### src/rtl/uart_rx_fifo.sv
// 8N1 UART receiver with mid-bit sampling, framing-error detection and a FWFT byte FIFO.
// Define UART_RX_PARITY_EN to receive 8E1 frames with even-parity checking.
module uart_rx_fifo #(
    parameter int CLKS_PER_BIT = 87,
    parameter int FIFO_DEPTH   = 4
) (
    input  logic       clk,
    input  logic       rst,
    input  logic       i_Rx_Serial,
    input  logic       i_rd,
    input  logic       i_clr_err,
    output logic [7:0] o_rd_data,
    output logic       o_empty,
    output logic       o_full,
    output logic       o_Rx_Active,
    output logic       o_Rx_DV,
    output logic       o_frame_err,
    output logic       o_parity_err,
    output logic       o_overrun
);

    localparam int CW = $clog2(CLKS_PER_BIT);
    localparam int AW = (FIFO_DEPTH > 1) ? $clog2(FIFO_DEPTH) : 1;
    localparam logic [CW-1:0] HALF = CW'((CLKS_PER_BIT - 1) / 2);
    localparam logic [CW-1:0] LAST = CW'(CLKS_PER_BIT - 1);

    typedef enum logic [2:0] {
        IDLE,
        START,
        DATA,
        PARITY,
        STOP,
        WAIT_IDLE
    } state_t;

    state_t        state;
    logic [CW-1:0] clk_cnt;
    logic [2:0]    bit_idx;
    logic [7:0]    rx_byte;
    logic          rx_meta;
    logic          rx_s;
    logic          push_pend;

    // Preset high so reset release does not look like a start bit.
    always_ff @(posedge clk or posedge rst) begin
        if (rst) begin
            rx_meta <= 1'b1;
            rx_s    <= 1'b1;
        end else begin
            rx_meta <= i_Rx_Serial;
            rx_s    <= rx_meta;
        end
    end

`ifdef UART_RX_PARITY_EN
    logic par_bad;
    logic parity_err_q;
    assign o_parity_err = parity_err_q;
`else
    assign o_parity_err = 1'b0;
`endif

    always_ff @(posedge clk or posedge rst) begin
        if (rst) begin
            state       <= IDLE;
            clk_cnt     <= '0;
            bit_idx     <= '0;
            rx_byte     <= '0;
            push_pend   <= 1'b0;
            o_Rx_Active <= 1'b0;
            o_frame_err <= 1'b0;
`ifdef UART_RX_PARITY_EN
            par_bad      <= 1'b0;
            parity_err_q <= 1'b0;
`endif
        end else begin
            push_pend   <= 1'b0;
            o_frame_err <= 1'b0;
`ifdef UART_RX_PARITY_EN
            parity_err_q <= 1'b0;
`endif
            case (state)
                IDLE: begin
                    clk_cnt <= '0;
                    if (!rx_s) state <= START;
                end
                START: begin
                    if (clk_cnt == HALF) begin
                        clk_cnt <= '0;
                        bit_idx <= '0;
                        if (!rx_s) begin
                            state       <= DATA;
                            o_Rx_Active <= 1'b1;
                        end else begin
                            state <= IDLE;
                        end
                    end else begin
                        clk_cnt <= clk_cnt + 1'b1;
                    end
                end
                DATA: begin
                    if (clk_cnt == LAST) begin
                        clk_cnt          <= '0;
                        rx_byte[bit_idx] <= rx_s;
                        bit_idx          <= bit_idx + 1'b1;
                        if (bit_idx == 3'd7) begin
`ifdef UART_RX_PARITY_EN
                            state <= PARITY;
`else
                            state <= STOP;
`endif
                        end
                    end else begin
                        clk_cnt <= clk_cnt + 1'b1;
                    end
                end
`ifdef UART_RX_PARITY_EN
                PARITY: begin
                    if (clk_cnt == LAST) begin
                        clk_cnt <= '0;
                        par_bad <= (^rx_byte) ^ rx_s;
                        state   <= STOP;
                    end else begin
                        clk_cnt <= clk_cnt + 1'b1;
                    end
                end
`endif
                STOP: begin
                    if (clk_cnt == LAST) begin
                        clk_cnt     <= '0;
                        o_Rx_Active <= 1'b0;
                        if (rx_s) begin
                            state <= IDLE;
`ifdef UART_RX_PARITY_EN
                            if (par_bad) parity_err_q <= 1'b1;
                            else         push_pend    <= 1'b1;
`else
                            push_pend <= 1'b1;
`endif
                        end else begin
                            // Stop failure outranks parity failure.
                            o_frame_err <= 1'b1;
                            state       <= WAIT_IDLE;
                        end
                    end else begin
                        clk_cnt <= clk_cnt + 1'b1;
                    end
                end
                WAIT_IDLE: begin
                    clk_cnt <= '0;
                    if (rx_s) state <= IDLE;
                end
                default: state <= IDLE;
            endcase
        end
    end

    logic [7:0]  mem [FIFO_DEPTH];
    logic [AW:0] wr_ptr;
    logic [AW:0] rd_ptr;
    logic        rd_en;
    logic        wr_en;

    assign o_empty   = (wr_ptr == rd_ptr);
    assign o_full    = (wr_ptr[AW-1:0] == rd_ptr[AW-1:0]) && (wr_ptr[AW] != rd_ptr[AW]);
    assign rd_en     = i_rd && !o_empty;
    // A same-cycle pop makes room, so a push into a full FIFO still lands.
    assign wr_en     = push_pend && (!o_full || rd_en);
    assign o_rd_data = o_empty ? 8'h00 : mem[rd_ptr[AW-1:0]];

    always_ff @(posedge clk) begin
        if (wr_en) mem[wr_ptr[AW-1:0]] <= rx_byte;
    end

    always_ff @(posedge clk or posedge rst) begin
        if (rst) begin
            wr_ptr    <= '0;
            rd_ptr    <= '0;
            o_Rx_DV   <= 1'b0;
            o_overrun <= 1'b0;
        end else begin
            o_Rx_DV <= wr_en;
            if (wr_en) wr_ptr <= wr_ptr + (AW+1)'(1);
            if (rd_en) rd_ptr <= rd_ptr + (AW+1)'(1);
            if (push_pend && !wr_en) o_overrun <= 1'b1;
            else if (i_clr_err)      o_overrun <= 1'b0;
        end
    end

endmodule

### config.mk
export PLATFORM = sky130hd
export DESIGN_NAME = uart_rx_fifo
export DESIGN_NICKNAME = d
export VERILOG_FILES = /design/src/rtl/uart_rx_fifo.sv
export SDC_FILE = /design/constraint.sdc
export NUM_CORES = 1
export LEC_CHECK = 0
export CAP_MARGIN = 10
export CORE_MARGIN = 1.5
export CORE_UTILIZATION = 52
export DETAILED_ROUTE_END_ITERATION = 12
export PLACE_DENSITY = 0.82
export SYNTH_ARGS = -nofsm -noshare
export SYNTH_HDL_FRONTEND = slang
export SYNTH_SLANG_ARGS = --single-unit
### constraint.sdc
create_clock -name clk -period 5.97 [get_ports clk]
set_clock_uncertainty 0.2 [all_clocks]
set_input_delay 0.8955 -clock clk [delete_from_list [all_inputs] [get_ports clk]]
set_output_delay 0.8955 -clock clk [all_outputs]
set_load 0.03 [all_outputs]
Word-level counts from Yosys, hierarchy flattened
Memories as Yosys holds them, arrays and structs flattened.
Index checks and enable logic that the tools add are counted.
- word-level logic and storage cells: 90
- input bits: 5
- register bits: 34
- RAM bits: 32
- memories kept: 1
- output and inout port bits: 15
- mux-type cells: 33
- add/sub/neg operators: 4
- reductions and logical operators: 20
- equal/unequal tests: 17
- order comparisons: 2
- memories (name ; words ; width ; read ports ; clocked after Yosys merged registers in ; wr ports ; RTL line ; RTL):
    mem ; 4 ; 8 ; 1 ; 0 ; 1 ; 158 ; logic [7:0] mem [FIFO_DEPTH];
- operator list (operator ; count):
    two-way mux 3 bit ; 9
    one-hot mux 7 bit (3 select lines) ; 1
    one-hot mux 3 bit (5 select lines) ; 1
    two-way mux 1 bit ; 14
    two-way mux 7 bit ; 2
    != test 2 bit, second input constant ; 7
    adder 3 x 1 -> 3 bit, second input constant ; 3
    equality test 3 bit, second input constant ; 3
    bitwise mux 8 bit ; 1
    two-way mux 8 bit ; 1
    adder 7 x 1 -> 7 bit, second input constant ; 1
    equality test 7 x 6 -> 1 bit, second input constant ; 1
    equality test 7 bit, second input constant ; 1
    one-hot mux 3 bit (2 select lines) ; 1
    AND reduction 6 bit ; 1
    nonzero test 2 bit ; 3
    logical AND 1 bit ; 5
    < comparator 3 x 4 -> 1 bit, second input constant ; 1
    AND reduction 4 bit ; 1
    OR reduction 2 bit ; 2
    demux 1 bit (select 3 bit) ; 1
    equality test 3 x 1 -> 1 bit, second input constant ; 1
    equality test 3 x 2 -> 1 bit, second input constant ; 1
    equality test 3 bit ; 1
    11 further kinds ; 13

Logic depth before layout (Yosys ltp)
Gate-level depths: netlist (run 1).
- depth after elaboration: 8
- depth in mapped cells: 7
- depth with buffers taken out: 6

Worst setup path before layout (run 1)
Ideal clock, no wire load.
- path kind: reg-to-output
- start point: register rd_ptr[1]
- end point: output o_rd_data[0]
- path buffers: 1
- required time: 4875 ps
- arrival time: 1732 ps
- setup slack: 3143 ps
- stages on the path, launching flop included: 6
- cell sequence: dfrtp_1 buf_2 xor2_1 or2_2 nor2_2 nor2b_1
- cells in the longest elaborated chain, start to end: 2
- elaborated cells between the ends (all ways): 3
- those cells by class: 1 x eq/ne; 1 x mux; 1 x memory
- RTL lines (what ; RTL line ; RTL):
    start: declaration ; 160 ; logic [AW:0] rd_ptr;
    start signal: assignment ; 184 ; if (rd_en) rd_ptr <= rd_ptr + (AW+1)'(1);
    equality test 3 bit ; 164 ; assign o_empty = (wr_ptr == rd_ptr);
    named net o_empty ; 13 ; output logic o_empty,
    two-way mux 8 bit ; 169 ; assign o_rd_data = o_empty ? 8'h00 : mem[rd_ptr[AW-1:0]];
    end: declaration ; 12 ; output logic [7:0] o_rd_data,
The timed path passes the listed nets, and every way through them passes these cells.

Worst setup path after layout (run 1)
- start point: register rd_ptr[0]
- end point: output o_empty
- cells in the longest elaborated chain, start to end: 1
- RTL lines (what ; RTL line):
    equality test 3 bit ; 164
    end: declaration ; 13
No other way between the ends.

==> flow_summary_export.csv, run 1 <==
group,metric,value,unit
floorplan,start_util,0.546,
synth,ys_seq_area_frac,0.596,
worst_setup_path,start_kind,"flop",
clock_tree,cts_setup_buffers,0,
synth,synth-edff-count,32,
drt,drc,0,
synth,netlist_top_cells_count,"dfrtp_1 (32), edfxtp_1 (32), nor2b_1 (12), nor2_1 (11)",
worst_setup_path,path_depth,4,
clock_tree,cts_buffer_depth,2,
floorplan,die_x,79.5,µm
placement,dp_hpwl,3340,µm
final_layout,diodes,0,
worst_setup_path,timing.rr.start,"rd_ptr[0]$_DFFE_PP0P_",
final_layout,nets,259,
global_route,grt_remaining_overflow,0,
drt,met3_length,118,µm
synth,yosysTopAreaCell,"edfxtp_1",
synth,synth_cell_types,51,
worst_setup_path,r2r_cells,4,
power_and_ir_drop,p_int,704,µW
worst_hold_path,hold_depth,0,
outcome,status,"finished, final reports clean",
worst_setup_path,cp_num_buf_inv,1,
clock_tree,cts_hold_buf,0,
sta,tightest_slew,609,ps
power_and_ir_drop,power.leakage,0.00145,µW
sta,finalCritPeriodShare,0.618,
drt,routed.top_layer,"met4",
worst_setup_path,critPathMaxFanout,11,
global_route,grt_pass1_wl,8050,µm
synth,synth_area_leaders,"edfxtp_1 (32%), dfrtp_1 (26%), mux4_2 (5.9%)",
drt,routed_wirelength,4720,µm
placement,dpl-instance-area,3270,µm²
floorplan,ios,20,
worst_setup_path,cp_slowest_cell,"clkdlybuf4s50_1",
clock_tree,numCtsBuffers,9,
clock_tree,clk_transition_reported_paths,70,ps
final_layout,final_area,3430,µm²
worst_setup_path,critPathKind,"flop to output port",
global_route,grt_pass1_vias,1687,
drt,wl_met2,2410,µm
worst_setup_path,cp.required,4870,ps
power_and_ir_drop,clkPwrFrac,0.316,
worst_setup_path,crit_chain,"xor2_1 > or2_2 > nor2_2 > clkdlybuf4s50_1",
power_and_ir_drop,ir_drop,0.176,mV
final_layout,syn2layout_area_growth,12.9,%
drt,dr.pass1.iters,4,
floorplan,row_count,27,
sta,setup-violations-final,0,
worst_hold_path,worstHoldStart,"rx_meta$_DFF_PP1_",
final_layout,nFillCells,436,
global_route,grt_max_degree,35,
clock_tree,htreeDepth,3,
worst_hold_path,min_path_type,"flop to flop",
synth,synth_top_flop_cell,"edfxtp_1",
power_and_ir_drop,swShare,0.276,
drt,drt-met1-wl,2070,µm
power_and_ir_drop,powerDensity,283,nW/µm²
synth,syn_nets,238,
sta,rsz0062_at_grt,"no",
clock_tree,cts_resized,0,
placement,place_congestion,0.838,
job,maxCapViolations,0,
power_and_ir_drop,p_switching,269,µW
sta,min_period,3690,ps
worst_setup_path,path_delay_family,"buffers and inverters",
sta,max_freq,271,MHz
clock_tree,insertion_delay,340,ps
sta,final.setup.tns,0,ps
power_and_ir_drop,combPwrFrac,0.133,
drt,wl_per_cell,14.7,µm
drt,drtIter0Drc,42,
drt,avgViaCountPerCell,5.39,
synth,synthCells,224,
worst_setup_path,cp-startpoint,"rd_ptr[0]$_DFFE_PP0P_",
worst_setup_path,cp_data_arrival_time,2600,ps
synth,syn_area_per_cell,13.6,µm²
global_route,grt_usage,0.174,
drt,vias,1734,
worst_setup_path,max_stage_delay,740,ps
sta,hold_violations,0,
synth,synth_seq_cells,66,
global_route,antenna_found_initial,0,
sta,slew_headroom,0.594,
floorplan,die_height,79.5,µm
worst_setup_path,end_kind,"output port",
synth,yosys_warnings,0,
final_layout,drive_above_1_share,0.164,
synth,postSynth.asyncResetShare,0.515,
drt,ant_nets,0,
power_and_ir_drop,seqPwrFrac,0.551,
final_layout,fin_util,0.616,
sta,slew_viol_final,0,
clock_tree,clockRootBuffer,"clkbuf_8",
floorplan,coreArea,5570,µm²
synth,syn_area,3040,µm²
clock_tree,cts_tree,"done",
clock_tree,cts_sinks,66,
synth,synth_top_area_share,0.316,
placement,portBuffers,18,
floorplan,dieArea,6320,µm²
-- state kept, by name, summed over array words and instances (netlist names), 3 cells and up --
signal   count
wr_ptr       3
mem         32
state        3
rx_byte      8
rd_ptr       3
bit_idx      3
clk_cnt      7
-- path summary, 6_finish.rpt --
kind	end	slack, ps
max	o_empty	2280
min	rx_s$_DFF_PP1_	160
max reg2reg	mem[3][0]$_DFFE_PP_	3500
min reg2reg	rx_s$_DFF_PP1_	160
max in group asynchronous	rx_s$_DFF_PP1_	4500
min in group asynchronous	o_overrun$_DFFE_PP0P_	740
-- area by class of cell --
class | instances | area, µm² | area share
clock buffers | 10 | 128 | 0.0372
clock inverters | 6 | 33.8 | 0.00984
inverters | 10 | 37.5 | 0.0109
multi-input cells | 139 | 1140 | 0.333
flip-flops and latches | 66 | 1810 | 0.528
well taps | 72 | 90.1 | 0.0262
repair buffers | 19 | 188 | 0.0546
-- cells by family after synthesis --
group	share of synthesized area
xor+xnor	0.0288
mux	0.103
compound gates	0.0683
flops	0.596
fa+ha+maj	0.0370
simple gates	0.138
buf+inv	0.0276
other cells	0.00123
-- routing by layer --
metal  up-vias  global-route usage
met3        11              0.0411
li1        849                   -
met1       849               0.214
met2        25               0.283
met4         0              0.0947
met5         -                   0
-- stage by stage --
| step | cells | power, µW | hold WS, ps | worst slack, ps |
|---|---|---|---|---|
| finish | 322 | 973 | 156 | 2280 |
| floorplan | 224 | 648 | 145 | 3140 |
| global placement | 306 | 673 | 147 | 2640 |
| detailed placement | 306 | 678 | 147 | 2580 |
| CTS | 322 | 985 | 157 | 2210 |
| global route | 322 | 1020 | 159 | 2080 |
-- power groups by stage --
stage               Clock, µW  Sequential, µW  Combinational (µW)
floorplan                   0             509                 138
global placement            0             546                 127
detailed placement          0             547                 132
CTS                       316             537                 132
global route              329             544                 143
finish                    308             536                 129
-- worst reg2reg max path, stage by stage (launching register included) --
cell and delay (ps):
dfrtp_1 730, xor2_1 230, nor4_1 110, nor2b_1 380, and2_1 470
-- placed cells by master, fill, tap and decap left out, types with 2 or more instances in the layout --
| master | Yosys | routed |
|---|---|---|
| nor3b_2 | 2 | 2 |
| or2_2 | 2 | 2 |
| a21o_1 | 4 | 4 |
| clkbuf_8 | 0 | 9 |
| xor2_1 | 6 | 6 |
| nand3_1 | 9 | 9 |
| ha_1 | 9 | 9 |
| a31oi_1 | 2 | 2 |
| edfxtp_1 | 32 | 32 |
| o21a_1 | 2 | 2 |
| o21ai_0 | 7 | 7 |
| mux2i_1 | 2 | 2 |
| nor3_1 | 5 | 5 |
| nor2b_1 | 12 | 12 |
| inv_1 | 10 | 10 |
| mux2_1 | 7 | 7 |
| dfstp_2 | 2 | 2 |
| nor2_1 | 11 | 11 |
| dfrtp_1 | 32 | 32 |
| nand2b_1 | 2 | 2 |
| and2_1 | 6 | 6 |
| xnor2_1 | 4 | 4 |
| clkdlybuf4s50_1 | 0 | 18 |
| a21oi_1 | 3 | 3 |
| clkinv_1 | 0 | 2 |
| nand2_1 | 10 | 10 |
| clkinv_2 | 0 | 2 |
| mux4_2 | 8 | 8 |
| mux2_2 | 3 | 3 |
Note: power is estimated with default switching activity, not from simulation.
==> inputs of run 2 (changes only) <==
--- a/config.mk
+++ b/config.mk
@@ -9,7 +9,7 @@
 export CORE_MARGIN = 1.5
 export CORE_UTILIZATION = 52
 export DETAILED_ROUTE_END_ITERATION = 12
-export PLACE_DENSITY = 0.82
+export PLACE_DENSITY = 0.84
 export SYNTH_ARGS = -nofsm -noshare
 export SYNTH_HDL_FRONTEND = slang
 export SYNTH_SLANG_ARGS = --single-unit
==> constraint.sdc (replaced) <==
create_clock -name clk -period 3 [get_ports clk]
set_clock_uncertainty 0.2 [all_clocks]
set_input_delay 0.45 -clock clk [delete_from_list [all_inputs] [get_ports clk]]
set_output_delay 0.45 -clock clk [all_outputs]
set_load 0.03 [all_outputs]
==> flow_summary_export.csv, run 2 (same netlist as run 1, synthesis figures left out) <==
group,metric,value,unit
outcome,status,"finished, final reports clean",
power_and_ir_drop,ir_drop,0.391,mV
worst_hold_path,min_path_type,"flop to flop",
floorplan,die_height,79.5,µm
clock_tree,cts_hold_buf,0,
power_and_ir_drop,p_total,1970,µW
final_layout,diodes,0,
sta,min_period,2900,ps
sta,setup-violations-final,0,
worst_setup_path,cp_data_arrival_time,2250,ps
drt,vias,1787,
worst_setup_path,r2r_slack,740,ps
final_layout,nFillCells,419,
clock_tree,insertion_delay,340,ps
floorplan,row_count,27,
floorplan,ios,20,
global_route,grt_usage,0.178,
final_layout,largest_register_ffs,32,
drt,drc,0,
floorplan,dieArea,6320,µm²
sta,final.setup.tns,0,ps
floorplan,start_util,0.546,
worst_setup_path,end_kind,"output port",
drt,routed_wirelength,4930,µm
global_route,grt_remaining_overflow,0,
worst_setup_path,critPathKind,"flop to output port",
final_layout,syn2layout_area_growth,13.5,%
sta,slew_viol_final,0,
clock_tree,htreeDepth,3,
worst_setup_path,r2r-end,"mem[3][1]$_DFFE_PP_",
final_layout,nets,261,
drt,wl_per_cell,15.2,µm
power_and_ir_drop,powerDensity,571,nW/µm²
drt,avgViaCountPerCell,5.52,
sta,rsz0062_at_grt,"no",
global_route,grt_pass1_wl,8290,µm
job,maxCapViolations,0,
drt,drtIter0Drc,61,
sta,finalCritPeriodShare,0.966,
drt,ant_nets,0,
sta,whs,156,ps
clock_tree,cts_tree,"done",
clock_tree,clk_transition_reported_paths,70,ps
drt,dr.pass1.iters,4,
global_route,antenna_found_initial,0,
sta,max_freq,345,MHz
global_route,grt_pass1_vias,1747,
power_and_ir_drop,power.leakage,0.00148,µW
final_layout,layout_common_cells,"dfrtp_1 (32), edfxtp_1 (32), clkdlybuf4s50_1 (17)",
worst_setup_path,r2r_cells,4,
sta,hold_violations,0,
placement,place_congestion,0.836,
worst_setup_path,setup.worst_path.end,"o_rd_data[1]",
placement,dp_hpwl,3360,µm
clock_tree,cts_sinks,66,
final_layout,drive_above_1_share,0.171,
floorplan,die_x,79.5,µm
worst_setup_path,timing.rr.start,"rd_ptr[2]$_DFFE_PP0P_",
worst_hold_path,hold_depth,0,
worst_setup_path,cp.required,2350,ps
worst_setup_path,critPathMaxFanout,9,
global_route,grt_max_degree,35,
worst_setup_path,start_kind,"flop",
worst_setup_path,cp-startpoint,"wr_ptr[1]$_DFFE_PP0P_",
floorplan,coreArea,5570,µm²
placement,portBuffers,18,
clock_tree,cts_buffer_depth,2,
clock_tree,clockRootBuffer,"clkbuf_8",
clock_tree,numCtsBuffers,9,
==> run 2: final cells by class <==
cell class	instances	area [µm²]	area share
well taps	72	90.1	0.0261
repair buffers	21	205	0.0594
flip-flops and latches	66	1810	0.526
multi-input cells	139	1140	0.331
inverters	10	37.5	0.0109
clock buffers	10	128	0.0370
clock inverters	6	33.8	0.00979
==> run 2: repair_timing <==
item,in CTS,in global routing
resized for setup,0,1
setup endpoints to repair,0,1
endpoints found under the hold margin,0,0
buffers inserted,0,0
==> run 2: report_power, final <==
| group | internal (µW) | leakage (µW) | switching, µW | total [µW] |
|---|---|---|---|---|
| Combinational | 151 | 0.000579 | 194 | 345 |
| Sequential | 977 | 0.000816 | 33.9 | 1010 |
| Clock | 292 | 0.0000811 | 323 | 616 |
| Total | 1420 | 0.00148 | 551 | 1970 |
==> run 2: worst min path at each step <==
stage               slack (ps)         startpoint             end
finish                     160  rx_meta$_DFF_PP1_  rx_s$_DFF_PP1_
detailed placement         150  rx_meta$_DFF_PP1_  rx_s$_DFF_PP1_
CTS                        160  rx_meta$_DFF_PP1_  rx_s$_DFF_PP1_
global placement           150  rx_meta$_DFF_PP1_  rx_s$_DFF_PP1_
floorplan                  150  rx_meta$_DFF_PP1_  rx_s$_DFF_PP1_
global route               170  rx_meta$_DFF_PP1_  rx_s$_DFF_PP1_
==> run 2: per-stage QoR <==
stage	instances	utilization	setup WS, ps	instance area [µm²]
global placement	308	0.590	408	3290
floorplan	224	-	618	3040
finish	324	0.619	103	3450
detailed placement	308	0.590	390	3290
global route	324	0.619	6.73	3450
CTS	324	0.619	15.0	3450
==> run 2: worst max-delay path, cell delays in order, from the launching register on <==
cell and delay, ps:
dfrtp_1 420, xor2_1 160, or2_2 330, nor2_2 300
nor2b_1 100, clkdlybuf4s50_1 600
==> run 2: layer usage <==
layer  vias up  global-route usage  wire length (µm)
li1        857                   -                 -
met5         -                   0                 0
met3        13              0.0343               190
met2        42               0.304              2500
met4         0               0.112               132
met1       875               0.205              2110
